`src/rtl/serial_adder.sv`:
```
// rtl/serial_adder.sv - bit-serial unsigned adder, LSB first, {carry_out, sum} result
// One operand bit pair per clock; result and done appear WIDTH cycles after start is accepted.
module serial_adder #(
   parameter int WIDTH = 4
) (
   input  logic             clk,
   input  logic             rst_n,
   input  logic             start,
   input  logic [WIDTH-1:0] a,
   input  logic [WIDTH-1:0] b,
   output logic             busy,
   output logic             done,
   output logic [WIDTH:0]   s
);

   localparam int CW = $clog2(WIDTH) + 1;

   typedef enum logic [1:0] {IDLE, SHIFT, DONE} state_t;

   state_t           state;
   logic [WIDTH-1:0] ra;
   logic [WIDTH-1:0] rb;
   logic [WIDTH-1:0] racc;
   logic             carry;
   logic [CW-1:0]    cnt;

   logic             sbit;
   logic             cout;
   logic [WIDTH:0]   acc_ext;
   logic [WIDTH-1:0] racc_next;

   // Sum bit enters at the accumulator MSB so bit 0 ends up at the LSB after WIDTH shifts.
   always_comb begin
      sbit      = ra[0] ^ rb[0] ^ carry;
      cout      = (ra[0] & rb[0]) | (carry & (ra[0] ^ rb[0]));
      acc_ext   = {sbit, racc};
      racc_next = acc_ext[WIDTH:1];
   end

   always_ff @(posedge clk or negedge rst_n) begin
      if (!rst_n) begin
         state <= IDLE;
         ra    <= '0;
         rb    <= '0;
         racc  <= '0;
         carry <= 1'b0;
         cnt   <= '0;
         busy  <= 1'b0;
         done  <= 1'b0;
         s     <= '0;
      end else begin
         case (state)
            IDLE: begin
               if (start) begin
                  ra    <= a;
                  rb    <= b;
                  racc  <= '0;
                  carry <= 1'b0;
                  cnt   <= '0;
                  busy  <= 1'b1;
                  state <= SHIFT;
               end
            end
            SHIFT: begin
               ra    <= ra >> 1;
               rb    <= rb >> 1;
               racc  <= racc_next;
               carry <= cout;
               cnt   <= cnt + CW'(1);
               if (cnt == CW'(WIDTH - 1)) begin
                  s     <= {cout, racc_next};
                  done  <= 1'b1;
                  state <= DONE;
               end
            end
            DONE: begin
               done  <= 1'b0;
               busy  <= 1'b0;
               state <= IDLE;
            end
            default: begin
               done  <= 1'b0;
               busy  <= 1'b0;
               state <= IDLE;
            end
         endcase
      end
   end

endmodule

```
`config.mk`:
```
export PLATFORM = sky130hd
export DESIGN_NAME = serial_adder
export DESIGN_NICKNAME = d
export VERILOG_FILES = /design/src/rtl/serial_adder.sv
export SDC_FILE = /design/constraint.sdc
export NUM_CORES = 1
export LEC_CHECK = 0
export CAP_MARGIN = 0
export CORE_MARGIN = 2
export CORE_UTILIZATION = 30
export CTS_BUF_LIST = sky130_fd_sc_hd__clkbuf_4 sky130_fd_sc_hd__clkbuf_8
export DETAILED_ROUTE_END_ITERATION = 16
export GPL_ROUTABILITY_DRIVEN = 0
export PLACE_DENSITY_LB_ADDON = 0.15
export SETUP_SLACK_MARGIN = 0.3
export SLEW_MARGIN = 5
export SYNTH_ARGS = -nofsm -noshare
export SYNTH_HDL_FRONTEND = slang
export SYNTH_SLANG_ARGS = --single-unit
```
`constraint.sdc`:
```
create_clock -name clk -period 2.1 [get_ports clk]
set_input_delay 0.21 -clock clk [delete_from_list [all_inputs] [get_ports clk]]
set_output_delay 0.21 -clock clk [all_outputs]
set_load 0.01 [all_outputs]
```
# == Word-level counts from Yosys, hierarchy flattened ==
# Cells that the tools add are included.
# op_classes
addsub,1
mul,0
n_div,0
n_lt_le_gt_ge,0
eq_ne,4
shift,0
mux,17
bitwise_logic,7
n_reduce_logical,7
# op_table
op,n
4-bit case mux with 2 select lines,3
4-bit 2-to-1 mux,3
2-bit AND reduction,5
1-bit case mux with 2 select lines,3
3-bit case mux with 2 select lines,1
2-bit 2-to-1 mux,2
2-bit != test (second input constant),2
2-bit case mux with 2 select lines,1
3-bit by 1-bit adder with 3-bit output (second input constant),1
3-bit by 2-bit equality test with 1-bit output (second input constant),1
1-bit 2-to-1 mux,3
3-bit 2-to-1 mux,1
1-bit bitwise AND,2
2-bit by 1-bit equality test with 1-bit output (second input constant),1
2-bit logical NOT,1
1-bit inverter,2
2-bit nonzero test,1
1-bit bitwise XOR,2
1-bit OR,1
# word_totals
register_bits,25
latchBits,0
ram_bits,0
romBits,0
inputBits,11
output_inout_bits,7
wordCells,45
n_memories,0

# == Longest topological paths before layout ==
# Gate-level depths: netlist of run 1.
# depth
depth_word,4
mapped_depth,4
ltp_nobuf,4

# == Least setup slack after synthesis of run 1 ==
# Ideal clock, no wire load.
# synth_timing
kind,flip-flop to flip-flop
start,register cnt[0]
end,register s[0]
setup_time_ns,0.128
arrival_ns,1.214
t_required_ns,1.972
setup_slack_ns,0.758
path_stages_with_launch,5
path_buffers,0
synth_period_minus_slack_ns,1.342
cell_sequence,dfrtp_1 > ha_1 > ha_1 > nand3b_4 > mux2_1
# synth_between
elab_chain_cells,2
# synth_rtl
item,line_no,rtl
from (decl),25,logic [CW-1:0] cnt;
from (signal assigned),69,cnt <= cnt + CW'(1);
3-bit by 2-bit equality test with 1-bit output,70,if (cnt == CW'(WIDTH - 1)) begin
2-bit AND reduction (no line),--,
to (signal assigned),71,"s <= {cout, racc_next};"
to (decl),13,output logic [WIDTH:0] s
# Every way passes these cells.
# A chain may end at the register's enable or synchronous reset.

# == Worst setup path in the final report of run 1 ==
# layout_timing
start,register state[1]
end,register s[2]
# layout_between
elab_chain_cells,2
# layout_rtl
item,line_no,rtl
from (decl),20,state_t state;
from (signal assigned),42,state <= IDLE;
from (signal assigned),61,state <= SHIFT;
from (signal assigned),73,state <= DONE;
2-bit by 1-bit equality test with 1-bit output,52,case (state)
2-bit AND reduction (no line),--,
# Every way passes these cells.

==> results of run 1 <==
## metal layers
metal	share of wire (%)	track usage (%)	routed length, um	vias up
met2	44	16.16	845	17
met1	48	14.35	924	360
met5	0	0	0	-
met3	5.6	2.911	107	4
li1	-	-	-	328
met4	1.5	3.906	29	0
## final timing paths
path	to	slack, ns
max in group asynchronous	racc[3]	1.55
min in group clk	s[1]	0.49
hold / removal	s[0]	0.30
setup reg to reg	s[2]	0.57
hold reg to reg	s[1]	0.49
setup / recovery	s[2]	0.57
## logic make-up (layout without fill, tap and decap cells)
| family | count (synthesis) | count (layout) |
|---|---|---|
| AOI/OAI and AO/OA | 19 | 19 |
| adders and majority gates | 3 | 3 |
| buffers and inverters | 15 | 30 |
| DFF | 24 | 24 |
| muxes | 6 | 6 |
| and+or+nand+nor | 15 | 15 |
## cell type report
cell class / count / share of cell area, %
clock buffer: 3 / 3.030
inverter: 9 / 2.479
multi-input combinational: 43 / 32.97
sequential: 24 / 44.08
tap: 48 / 4.408
timing repair buffer: 18 / 13.04
## synth_stat cells (all sizes together), types with 2 or more instances
library cell,n,area share (%)
a221oi,3,2.8
nor3b,4,3.1
ha,2,2.2
nor4b,6,6.2
a22o,7,5.4
mux2,5,4.9
buf,6,5.3
a211oi,3,3.3
dfrtp,24,53
nand2b,2,1.1
a21oi,3,1.3
inv,9,3.0
## critical path, delay by kind of cell, from the launching register on
family	cells	cell delay, ns
and+or+nand+nor	1	0.32
DFF	1	0.76
muxes	1	0.33
## through the flow
stage          hold slack (ns)  util, %  setup slack [ns]  std cells  area (um2)
2_1_floorplan         -0.08559        -            0.7585         82        1144
3_3_place_gp            0.4721    36.09            0.5556        142        1321
3_5_place_dp            0.4822    36.09            0.5596        142        1321
4_1_cts                 0.3233    37.22            0.5467        145        1363
5_1_grt                 0.3379    37.22            0.4664        145        1363
6_report                0.3045    37.22            0.5725        145        1363
## registers in the layout (all words and copies together), names as in the netlist
name / count
s: 5
ra: 4
rb: 4
cnt: 3
racc: 3
state: 2
busy: 1
carry: 1
done: 1
## where the power goes
| part | internal [mW] | total, mW | switching (mW) | leakage [nW] |
|---|---|---|---|---|
| combinational | 0.471 | 0.818 | 0.346 | 0.275 |
| clock | 0.128 | 0.267 | 0.139 | 0.0216 |
| sequential | 0.678 | 0.868 | 0.190 | 0.295 |
| total | 1.28 | 1.95 | 0.675 | 0.592 |
==> results.sh, run 1 <==
export IMPL_p_leak_nw=0.5919
export IMPL_slew_viol_final=0
export IMPL_yosysUniqueCellTypes=24
export IMPL_status="finished, final reports clean"
export IMPL_cts_tree="done"
export IMPL_drv_cap=0
export IMPL_drtAntennaViolNets=0
export IMPL_worstPathRequired_ns=2.25
export IMPL_wl_um=1906
export IMPL_diodes=0
export IMPL_r2r_start="state[1]"
export IMPL_grt_pass1_wl_um=3484
export IMPL_worst_slew_margin_rel_pct=53.12
export IMPL_ir_worst_vdd_v=0.0004238
export IMPL_worstSetupStartpoint="state[1]"
export IMPL_path_cells="nand3b_4 -> mux2_1"
export IMPL_hold_viol=0
export IMPL_syn_nets=96
export IMPL_cts_made_buffers=3
export IMPL_hp_class="primary input to async pin"
export IMPL_dieArea_um2=4322
export IMPL_path_max_fanout=17
export IMPL_synth_seq_area_share_pct=52.52
export IMPL_p_total_mw=1.953
export IMPL_rsz0062_at_grt="no"
export IMPL_synth_cell_area_um2=1144
export IMPL_port_buffers=17
export IMPL_die_h_um=65.74
export IMPL_synth_compound_area_share_pct=15.86
export IMPL_drt_iter0_drc=8
export IMPL_synth_adder_area_share_pct=3.939
export IMPL_finalSetupTns_ns=0
export IMPL_grt_max_degree=25
export IMPL_synth_cells=82
export IMPL_reg2reg_depth=2
export IMPL_drt_pass1_iter_count=2
export IMPL_max_stage_delay_ns=0.76
export IMPL_layout_commonest_cell="dfrtp_1"
export IMPL_row_count=22
export IMPL_fillers=362
export IMPL_clk_pin_slew_ns=0.08
export IMPL_synth_seq_cells=24
export IMPL_cts_root_buf="clkbuf_8"
export IMPL_avgRoutedWirePerCell_um=13.14
export IMPL_via_count=709
export IMPL_period_needed_ns=1.527
export IMPL_start_util_pct=31.24
export IMPL_track_usage_pct=10.61
export IMPL_multi_input_area_um2=449.2
export IMPL_fin_skew_ns=0.001819
export IMPL_tightest_slew_ns=0.7032
export IMPL_grt_pass1_vias=739
export IMPL_via_per_inst=4.890
export IMPL_ctsResizeCount=0
export IMPL_ys_flop_type="dfrtp_1"
export IMPL_drc=0
export IMPL_clkSinkCount=24
export IMPL_period_share_pct=72.74
export IMPL_gr_total_overflow=0
export IMPL_arrival_ns=1.68
export IMPL_setup_viol=0
export IMPL_core_area_um2=3661
export IMPL_synthArstFlopShare_pct=100.0
export IMPL_synth_edf_count=0
export IMPL_cts_buffer_depth=2
export IMPL_yosys_warnings=0
export IMPL_ios=18
export IMPL_powerDensity_nw_per_um2=1433
export IMPL_antenna_found_initial=0
export IMPL_critPathLaunchType="register"
export IMPL_die_x_um=65.74
export IMPL_layout_drive_gt1_share_pct=16.49
export IMPL_crit_type="register to register"
export IMPL_syn_to_final_growth_pct=19.15
export IMPL_synth_top_family_by_area="compound AO/OA/AOI/OAI gates"
export IMPL_post_cts_setup_buffers=0
export IMPL_clock_latency_ns=0.26
export IMPL_hold_buffers=0
export IMPL_synthXorXnorAreaFrac_pct=0
export IMPL_cp_end_kind="register"
export IMPL_nNetsFinal=113
export IMPL_syn_area_per_cell_um2=13.95
export IMPL_cts_htree_levels=1
export IMPL_seq_area_um2=600.6
export IMPL_critPathSlowestCell="dfrtp_1"
export IMPL_fmax_mhz=654.7
export IMPL_hpwlAfterDp_um=1276
export IMPL_synth_simple_area_share_pct=13.68
export IMPL_mostFrequentLayoutCells="dfrtp_1 (24), clkdlybuf4s50_1 (17), inv_1 (9)"
export IMPL_muxShareOfSynthArea_pct=5.799
Power figures use the tool's default switching activity.
==> run 2, diff against run 1 <==
==> constraint.sdc (replaced) <==
create_clock -name clk -period 1.4 [get_ports clk]
set_input_delay 0.14 -clock clk [delete_from_list [all_inputs] [get_ports clk]]
set_output_delay 0.14 -clock clk [all_outputs]
set_load 0.01 [all_outputs]
==> results.sh, run 2 (synthesis results as in run 1) <==
export IMPL_drc=0
export IMPL_via_count=772
export IMPL_cp_end_kind="register"
export IMPL_clk_pin_slew_ns=0.09
export IMPL_cts_htree_levels=1
export IMPL_cts_made_buffers=3
export IMPL_track_usage_pct=11.75
export IMPL_path_cells="ha_2 -> ha_4 -> nand3b_4 -> mux2_4"
export IMPL_layout_commonest_cell="dfrtp_1"
export IMPL_largestRegisters="s: 5 flops, ra: 4 flops, rb: 4 flops"
export IMPL_grt_pass1_wl_um=3857
export IMPL_finalSetupTns_ns=0
export IMPL_wl_um=2254
export IMPL_hpwlAfterDp_um=1430
export IMPL_period_share_pct=93.46
export IMPL_cts_buffer_depth=2
export IMPL_largest_reg_flops=5
export IMPL_tightest_slew_ns=0.3811
export IMPL_status="finished, final reports clean"
export IMPL_antenna_found_initial=0
export IMPL_core_area_um2=3661
export IMPL_clock_latency_ns=0.27
export IMPL_nNetsFinal=133
export IMPL_ios=18
export IMPL_path_max_fanout=6
export IMPL_fmax_mhz=764.3
export IMPL_syn_to_final_growth_pct=48.03
export IMPL_drv_cap=0
export IMPL_crit_type="register to register"
export IMPL_gr_total_overflow=0
export IMPL_fin_skew_ns=0.005906
export IMPL_drt_iter0_drc=9
export IMPL_p_leak_nw=0.7794
export IMPL_worst_slew_margin_rel_pct=74.59
export IMPL_pre_cts_slack_ns=-0.01100
export IMPL_reg2reg_depth=4
export IMPL_start_util_pct=31.24
export IMPL_regMostFlops="s"
export IMPL_ir_worst_vdd_v=0.0009728
export IMPL_max_stage_delay_ns=0.40
export IMPL_dieArea_um2=4322
export IMPL_r2r_slack_ns=0.09
export IMPL_slew_viol_final=0
export IMPL_mostFrequentLayoutCells="dfrtp_1 (24), buf_4 (17), inv_1 (9), clkdlybuf4s50_1 (9), a22o_1 (7)"
export IMPL_clkSinkCount=24
export IMPL_die_x_um=65.74
export IMPL_postPlaceCellArea_um2=1415
export IMPL_fin_area_um2=1693
export IMPL_diodes=0
export IMPL_final_util_pct=46.24
export IMPL_row_count=22
export IMPL_die_h_um=65.74
export IMPL_via_per_inst=4.651
export IMPL_setup_ws_ns=0.09161
export IMPL_grt_pass1_vias=791
export IMPL_worstPathRequired_ns=1.56
export IMPL_hp_class="primary input to async pin"
export IMPL_port_buffers=17
export IMPL_grt_max_degree=25
export IMPL_layout_drive_gt1_share_pct=43.22
export IMPL_hold_viol=0
export IMPL_critPathLaunchType="register"
export IMPL_cts_tree="done"
export IMPL_period_needed_ns=1.308
export IMPL_critPathSlowestCell="dfrtp_1"
export IMPL_drt_pass1_iter_count=3
export IMPL_setup_viol=0
export IMPL_arrival_ns=1.47
export IMPL_avgRoutedWirePerCell_um=13.58
export IMPL_powerDensity_nw_per_um2=2247
export IMPL_cts_root_buf="clkbuf_8"
export IMPL_drtAntennaViolNets=0
export IMPL_rsz0062_at_grt="yes"
-- run 2: metal layers --
layer	up-vias	GRT usage, %	part of all wire (%)
met5	-	0	0
met4	0	2.344	0.53
met3	2	3.596	4.2
met2	17	18.43	44
met1	384	16.00	51
li1	369	-	-
-- run 2: through the flow --
step	instances	hold slack (ns)	total power, mW
CTS	158	0.2425	3.566
detailed placement	148	0.4894	2.841
global route	166	0.2481	4.075
finish	166	0.2260	3.803
floorplan	82	-0.1556	2.404
global placement	148	0.4762	2.828
-- run 2: worst paths after layout --
path | endpoint | startpoint
worst max-delay path | s[3] | cnt[0]
worst min-delay path | state[0] | rst_n
worst max register to register | s[3] | cnt[0]
worst min register to register | done | done
max in group asynchronous | ra[1] | rst_n
min in group clk | ra[3] | a[3]
-- run 2: critical path: cells and delay by family (launching register included) --
| kind | cells | cell delay, ns |
|---|---|---|
| flops | 1 | 0.40 |
| fa+ha+maj | 2 | 0.37 |
| mux | 1 | 0.31 |
| simple gates | 1 | 0.13 |
-- run 2: where the power goes --
group	internal, mW	switching [mW]	total, mW
registers	1.02	0.185	1.20
clock network	0.382	0.224	0.606
logic	1.16	0.834	1.99
-- run 2: cell type report --
type | count | area, um2
repair buffers | 38 | 356.6
clock buffers | 3 | 41.29
clock inverters | 1 | 30.03
flip-flops and latches | 24 | 600.6
multi-input cells | 43 | 570.5
fillers | 355 | 1968
well taps | 48 | 60.06
inverters | 9 | 33.78
-- run 2: timing repair --
item                       in CTS  in global routing
pin swaps                       2                  4
gates resized for setup        16                 11
setup endpoints to repair      26                 29
buffers inserted                6                  8
hold buffers                    0                  0
